$ cat src/rtl/glitch_filter_if.sv
// Signal bundle for glitch_filter: raw inputs and controls in, filtered levels,
// edge/glitch pulses and the glitch counter out.
interface glitch_filter_if #(
   parameter int CH    = 4,
   parameter int CNT_W = 8
);
   logic [CH-1:0]    din;
   logic             en;
   logic             clr_cnt;
   logic [CH-1:0]    dout;
   logic [CH-1:0]    rise;
   logic [CH-1:0]    fall;
   logic [CH-1:0]    glitch;
   logic [CNT_W-1:0] glitch_cnt;
   logic             cnt_sat;

   modport master (
      output din, en, clr_cnt,
      input  dout, rise, fall, glitch, glitch_cnt, cnt_sat
   );

   modport slave (
      input  din, en, clr_cnt,
      output dout, rise, fall, glitch, glitch_cnt, cnt_sat
   );
endinterface

$ cat src/rtl/glitch_filter.sv
// Multi-channel glitch filter: optional 2-flop synchronizer, then a per-channel
// STABLE/PENDING machine that only accepts a level held for DEPTH enabled samples.
module glitch_filter #(
   parameter int CH    = 4,
   parameter int DEPTH = 3,
   parameter int SYNC  = 1,
   parameter int CNT_W = 8
) (
   input logic            clk,
   input logic            rst,
   glitch_filter_if.slave bus
);
   localparam int PC_W  = $clog2(DEPTH + 1);
   localparam int SUM_W = CNT_W + $clog2(CH + 1);
   localparam logic [CNT_W-1:0] CNT_MAX = '1;

   typedef enum logic {STABLE, PENDING} state_t;

   logic [CH-1:0] smp;

   if (SYNC != 0) begin : g_sync
      logic [CH-1:0] meta_q;
      logic [CH-1:0] sync_q;

      // NOTE: flops use non-blocking assignments so meta_q->sync_q is a true
      // two-stage shift; a blocking '=' would collapse it into one stage.
      always_ff @(posedge clk) begin
         if (rst) begin
            meta_q <= '0;
            sync_q <= '0;
         end else begin
            meta_q <= bus.din;
            sync_q <= meta_q;
         end
      end

      assign smp = sync_q;
   end else begin : g_direct
      assign smp = bus.din;
   end

   state_t           state_q [CH];
   state_t           state_d [CH];
   logic [PC_W-1:0]  pc_q    [CH];
   logic [PC_W-1:0]  pc_d    [CH];
   logic [CH-1:0]    dout_q, dout_d;
   logic [CH-1:0]    rise_q, rise_d;
   logic [CH-1:0]    fall_q, fall_d;
   logic [CH-1:0]    glitch_q, glitch_d;
   logic [CNT_W-1:0] cnt_q, cnt_d;
   logic             sat_q, sat_d;
   logic [SUM_W-1:0] glitch_add;
   logic [SUM_W-1:0] cnt_sum;

   always_comb begin
      // NOTE: every signal gets a default before any branch; a path that leaves
      // one unassigned would infer a latch.
      dout_d     = dout_q;
      rise_d     = '0;
      fall_d     = '0;
      glitch_d   = '0;
      glitch_add = '0;
      cnt_sum    = '0;
      cnt_d      = cnt_q;
      sat_d      = sat_q;

      for (int i = 0; i < CH; i++) begin
         state_d[i] = state_q[i];
         pc_d[i]    = pc_q[i];

         if (bus.en) begin
            case (state_q[i])
               STABLE: begin
                  if (smp[i] != dout_q[i]) begin
                     if (DEPTH == 1) begin
                        dout_d[i] = smp[i];
                        rise_d[i] = smp[i];
                        fall_d[i] = ~smp[i];
                     end else begin
                        pc_d[i]    = PC_W'(1);
                        state_d[i] = PENDING;
                     end
                  end
               end
               PENDING: begin
                  if (smp[i] == dout_q[i]) begin
                     glitch_d[i] = 1'b1;
                     pc_d[i]     = '0;
                     state_d[i]  = STABLE;
                  end else if (int'(pc_q[i]) + 1 == DEPTH) begin
                     dout_d[i]  = smp[i];
                     rise_d[i]  = smp[i];
                     fall_d[i]  = ~smp[i];
                     pc_d[i]    = '0;
                     state_d[i] = STABLE;
                  end else begin
                     pc_d[i] = pc_q[i] + PC_W'(1);
                  end
               end
               default: begin
                  pc_d[i]    = '0;
                  state_d[i] = STABLE;
               end
            endcase
         end

         glitch_add = glitch_add + SUM_W'(glitch_d[i]);
      end

      // The sum is wide enough to hold CNT_MAX plus every channel at once.
      cnt_sum = SUM_W'(cnt_q) + glitch_add;
      if (bus.clr_cnt) begin
         cnt_d = '0;
      end else if (cnt_sum > SUM_W'(CNT_MAX)) begin
         cnt_d = CNT_MAX;
      end else begin
         cnt_d = cnt_sum[CNT_W-1:0];
      end
      sat_d = (cnt_d == CNT_MAX);
   end

   always_ff @(posedge clk) begin
      if (rst) begin
         // NOTE: the per-channel state/pc arrays are plain flops, not RAM, so
         // they are reset; an in-flight transition is simply dropped.
         for (int i = 0; i < CH; i++) begin
            state_q[i] <= STABLE;
            pc_q[i]    <= '0;
         end
         dout_q   <= '0;
         rise_q   <= '0;
         fall_q   <= '0;
         glitch_q <= '0;
         cnt_q    <= '0;
         sat_q    <= 1'b0;
      end else begin
         for (int i = 0; i < CH; i++) begin
            state_q[i] <= state_d[i];
            pc_q[i]    <= pc_d[i];
         end
         dout_q   <= dout_d;
         rise_q   <= rise_d;
         fall_q   <= fall_d;
         glitch_q <= glitch_d;
         cnt_q    <= cnt_d;
         sat_q    <= sat_d;
      end
   end

   assign bus.dout       = dout_q;
   assign bus.rise       = rise_q;
   assign bus.fall       = fall_q;
   assign bus.glitch     = glitch_q;
   assign bus.glitch_cnt = cnt_q;
   assign bus.cnt_sat    = sat_q;
endmodule
$ cat src/flat_wrapper.sv
// flat-port wrapper written by rule: the top's interface ports become plain ports
module glitch_filter_flat 
#(
   parameter int CH    = 4,
   parameter int DEPTH = 3,
   parameter int SYNC  = 1,
   parameter int CNT_W = 8
)
  (clk, rst, bus_din, bus_en, bus_clr_cnt, bus_dout, bus_rise, bus_fall, bus_glitch, bus_glitch_cnt, bus_cnt_sat);
  glitch_filter_if #(.CH(CH), .CNT_W(CNT_W)) bus_i ();
  input logic clk;
  input logic rst;
  input wire logic [$bits(bus_i.din)-1:0] bus_din;
  input wire logic [$bits(bus_i.en)-1:0] bus_en;
  input wire logic [$bits(bus_i.clr_cnt)-1:0] bus_clr_cnt;
  output wire logic [$bits(bus_i.dout)-1:0] bus_dout;
  output wire logic [$bits(bus_i.rise)-1:0] bus_rise;
  output wire logic [$bits(bus_i.fall)-1:0] bus_fall;
  output wire logic [$bits(bus_i.glitch)-1:0] bus_glitch;
  output wire logic [$bits(bus_i.glitch_cnt)-1:0] bus_glitch_cnt;
  output wire logic [$bits(bus_i.cnt_sat)-1:0] bus_cnt_sat;
  assign bus_i.din = bus_din;
  assign bus_i.en = bus_en;
  assign bus_i.clr_cnt = bus_clr_cnt;
  assign bus_dout = bus_i.dout;
  assign bus_rise = bus_i.rise;
  assign bus_fall = bus_i.fall;
  assign bus_glitch = bus_i.glitch;
  assign bus_glitch_cnt = bus_i.glitch_cnt;
  assign bus_cnt_sat = bus_i.cnt_sat;
  glitch_filter #(.CH(CH), .DEPTH(DEPTH), .SYNC(SYNC), .CNT_W(CNT_W)) u_core (.clk(clk), .rst(rst), .bus(bus_i));
endmodule
$ cat config.mk
export PLATFORM = sky130hd
export DESIGN_NAME = glitch_filter_flat
export DESIGN_NICKNAME = d
export VERILOG_FILES = /design/src/rtl/glitch_filter_if.sv /design/src/rtl/glitch_filter.sv /design/src/flat_wrapper.sv
export SDC_FILE = /design/constraint.sdc
export NUM_CORES = 1
export LEC_CHECK = 0
export ABC_AREA = 1
export CORE_MARGIN = 1.5
export CORE_UTILIZATION = 35
export CTS_BUF_LIST = sky130_fd_sc_hd__clkbuf_8
export CTS_CLUSTER_SIZE = 12
export DETAILED_ROUTE_END_ITERATION = 7
export GPL_ROUTABILITY_DRIVEN = 0
export GPL_TIMING_DRIVEN = 0
export PLACE_DENSITY = 0.67
export SYNTH_ARGS = -nofsm -noshare
export SYNTH_HDL_FRONTEND = slang
export SYNTH_SLANG_ARGS = --single-unit
$ cat constraint.sdc
create_clock -name clk -period 4.14 [get_ports clk]
set_input_delay 0.414 -clock clk [delete_from_list [all_inputs] [get_ports clk]]
set_output_delay 0.414 -clock clk [all_outputs]
set_load 0.02 [all_outputs]
==> results.cfg <==
[global_route]
grt_pass1_wl_um = 5970
grt_max_degree = 15
met2_usage = 0.215
grt_util_met3 = 0.0405
overflow = 0
grt_busiest_layer = met2
grt_usage = 0.129
antenna_found_initial = 0
met1_usage = 0.148
grt_pass1_vias = 1413

[die]
coreArea_um2 = 5200
rows = 26
start_util = 0.369
die_area_um2 = 5940
die_w_um = 77.1
ios = 33
die-height_um = 77.1

[cts]
cts_tree = done
h-tree-depth = 2
clockBufferDepth = 2
clk_pin_slew_worst_paths_ns = 0.08
post_cts_buffers = 0
cts_buffers = 5
cts_sinks = 45
cts_hold_buf = 0
cts_resized = 0
ctsRootBufferMaster = clkbuf_8
clock_latency_ns = 0.30

[yosys]
yosys_warnings = 0
synthFlopType = dfxtp_1
syn-num-nets = 267
netlist_area_um2 = 1920
async_flop_share = 0
synth.most_common_cell = nand2_1
synth_xor_xnor_area_share = 0.0228
postSynthAreaPerCell_um2 = 7.62
synth.top_cell.area_share = 0.469
synth_common_cells = nand2_1, inv_1, dfxtp_1
yosysSeqAreaShare = 0.469
synth_cells = 252
synthAdderAreaFrac = 0.0534
synth_cell_types = 27
ys_top_cells_by_area = dfxtp_1, nand2_1, inv_1, a21oi_1, nand3_1
synth_edf_count = 0
synth-compound-area-share = 0.0782
synthMuxAreaShare = 0
ys_ff_latch = 45
synth_top_family_by_area = simple AND/OR/NAND/NOR gates
synthSimpleGateAreaFrac = 0.268
yosysTopAreaCell = dfxtp_1

[route]
drt-initial-drc-count = 70
vias = 1606
dr.pass1.iters = 4
ant_nets = 0
wire_per_inst_um = 9.74
wl_um = 3510
drc = 0
routed_via_density = 4.46

[timing]
hold_viol_final = 0
whs_ns = 0.371
worst_pin_slew_ns = 0.486
period_minus_slack_ns = 3.11
fin_tns_setup_ns = 0
fin_ws_ns = 1.03
drv_slew = 0
finalSetupViolCount = 0
fin_worst_skew_ns = 0.00565
period_share = 0.751
max_freq_mhz = 321
rsz0062_at_grt = no
max_slew_margin = 0.676

[placed_design]
io_buffers = 30
dp_hpwl_um = 2680
place_inst = 352
place_worst_setup_slack_ns = 0.916
placed_cell_area_um2 = 2310

[pwr]
switching_share = 0.211
p_switching_mw = 0.169
p_leak_nw = 1.06
combPwrFrac = 0.043
p_total_mw = 0.800
internal_power_mw = 0.631
power.clock.fraction = 0.403
pwr-share-seq = 0.554
ir_drop_uv = 128
powerDensity_nw_per_um2 = 330

[critical_path]
worstReg2RegEnd = u_core.bus.cnt_sat
crit_path_end_kind = flop
cp.required_ns = 4.34
rrSetupSlack_ns = 1.03
cp_max_fo = 10
crit_path_start = u_core.bus.dout[0]
crit_type = reg -> reg
r2r-start = u_core.bus.dout[0]
crit_path_start_kind = flop
crit_end = u_core.bus.cnt_sat
cp.arrival_ns = 3.31
reg2regPathDepth = 15

[cells_and_area]
fin_cells = 360
syn2layout_area_growth_pct = 26.0
final_util = 0.465
finalNetCount = 304
drive_above_1_share = 0.0690
stdcell_area_um2 = 2420
n_antenna_cell = 0

[worst_hold_path]
hold_depth = 2
hp-class = in -> reg

[status]
status = finished, final reports clean

[job]
drv_cap = 0
state kept, by name (all words and copies together), names as in the netlist:
register,count
u_core.bus.glitch_cnt,8
u_core.pc_q,8
u_core.bus.dout,4
u_core.bus.fall,4
u_core.bus.glitch,4
u_core.bus.rise,4
u_core.g_sync.meta_q,4
u_core.g_sync.sync_q,4
u_core.state_q,4
u_core.bus.cnt_sat,1
kinds of logic (layout without fill, tap and decap cells):
family	Yosys count	after routing
and+or+nand+nor	112	112
buffers and inverters	54	92
DFF	45	45
AOI/OAI and AO/OA	29	29
adders and majority gates	7	7
xor gates and xnor gates	5	5
power groups by stage:
| stage | clock, mW | sequential (mW) | combinational (mW) |
|---|---|---|---|
| 2_1_floorplan | 0 | 0.453 | 0.0218 |
| 3_3_place_gp | 0 | 0.453 | 0.0343 |
| 3_5_place_dp | 0 | 0.454 | 0.0348 |
| 4_1_cts | 0.335 | 0.443 | 0.0349 |
| 5_1_grt | 0.359 | 0.444 | 0.0395 |
| 6_report | 0.322 | 0.443 | 0.0343 |
worst max-delay path, stage by stage (launching register included):
cell and delay (ns):
dfxtp_1 0.37, xor2_1 0.28, nor3_1 0.09, ha_1 0.28, inv_1 0.05, fa_1 0.51, inv_1 0.04, ha_1 0.23
fa_1 0.41, nand2_1 0.09, nand2_2 0.09, nand3_4 0.15, inv_1 0.05, or2_1 0.22, nand3_1 0.10, nor2_2 0.04
layout by cell type, fill, tap and decap left out, drive strengths merged:
| cell type | instances |
|---|---|
| a21oi | 16 |
| buf | 2 |
| bufinv | 1 |
| clkbuf | 7 |
| clkdlybuf4s50 | 30 |
| clkinv | 2 |
| dfxtp | 45 |
| fa | 2 |
| ha | 5 |
| inv | 50 |
| nand2 | 57 |
| nand3 | 17 |
| nand3b | 2 |
| nand4 | 4 |
| nor2 | 24 |
| nor3 | 5 |
| nor4 | 2 |
| o21ai | 11 |
| o31ai | 2 |
| or2 | 1 |
| xnor2 | 1 |
| xor2 | 4 |
area by class of cell:
cell class | count | area [µm²]
well taps | 70 | 87.6
inverters | 50 | 188
repair buffers | 30 | 300
multi-input cells | 153 | 812
clock inverters | 3 | 42.5
clock buffers | 5 | 68.8
plain buffers | 4 | 20.0
flip-flops and latches | 45 | 901
fillers | 515 | 2790
how the worst min path moves through the flow:
stage	startpoint	to	slack, ns
6_report	rst	u_core.state_q[0]	0.37
5_1_grt	rst	u_core.state_q[0]	0.37
4_1_cts	rst	u_core.state_q[0]	0.36
3_5_place_dp	u_core.g_sync.meta_q[3]	u_core.g_sync.sync_q[3]	0.40
3_3_place_gp	u_core.g_sync.meta_q[3]	u_core.g_sync.sync_q[3]	0.39
2_1_floorplan	u_core.g_sync.meta_q[0]	u_core.g_sync.sync_q[0]	0.39
layer usage:
metal,up-vias,share of wire
met5,-,0
li1,856,-
met3,7,0.037
met2,25,0.47
met4,0,0.022
met1,718,0.47
Note: power is estimated with default switching activity, not from simulation.
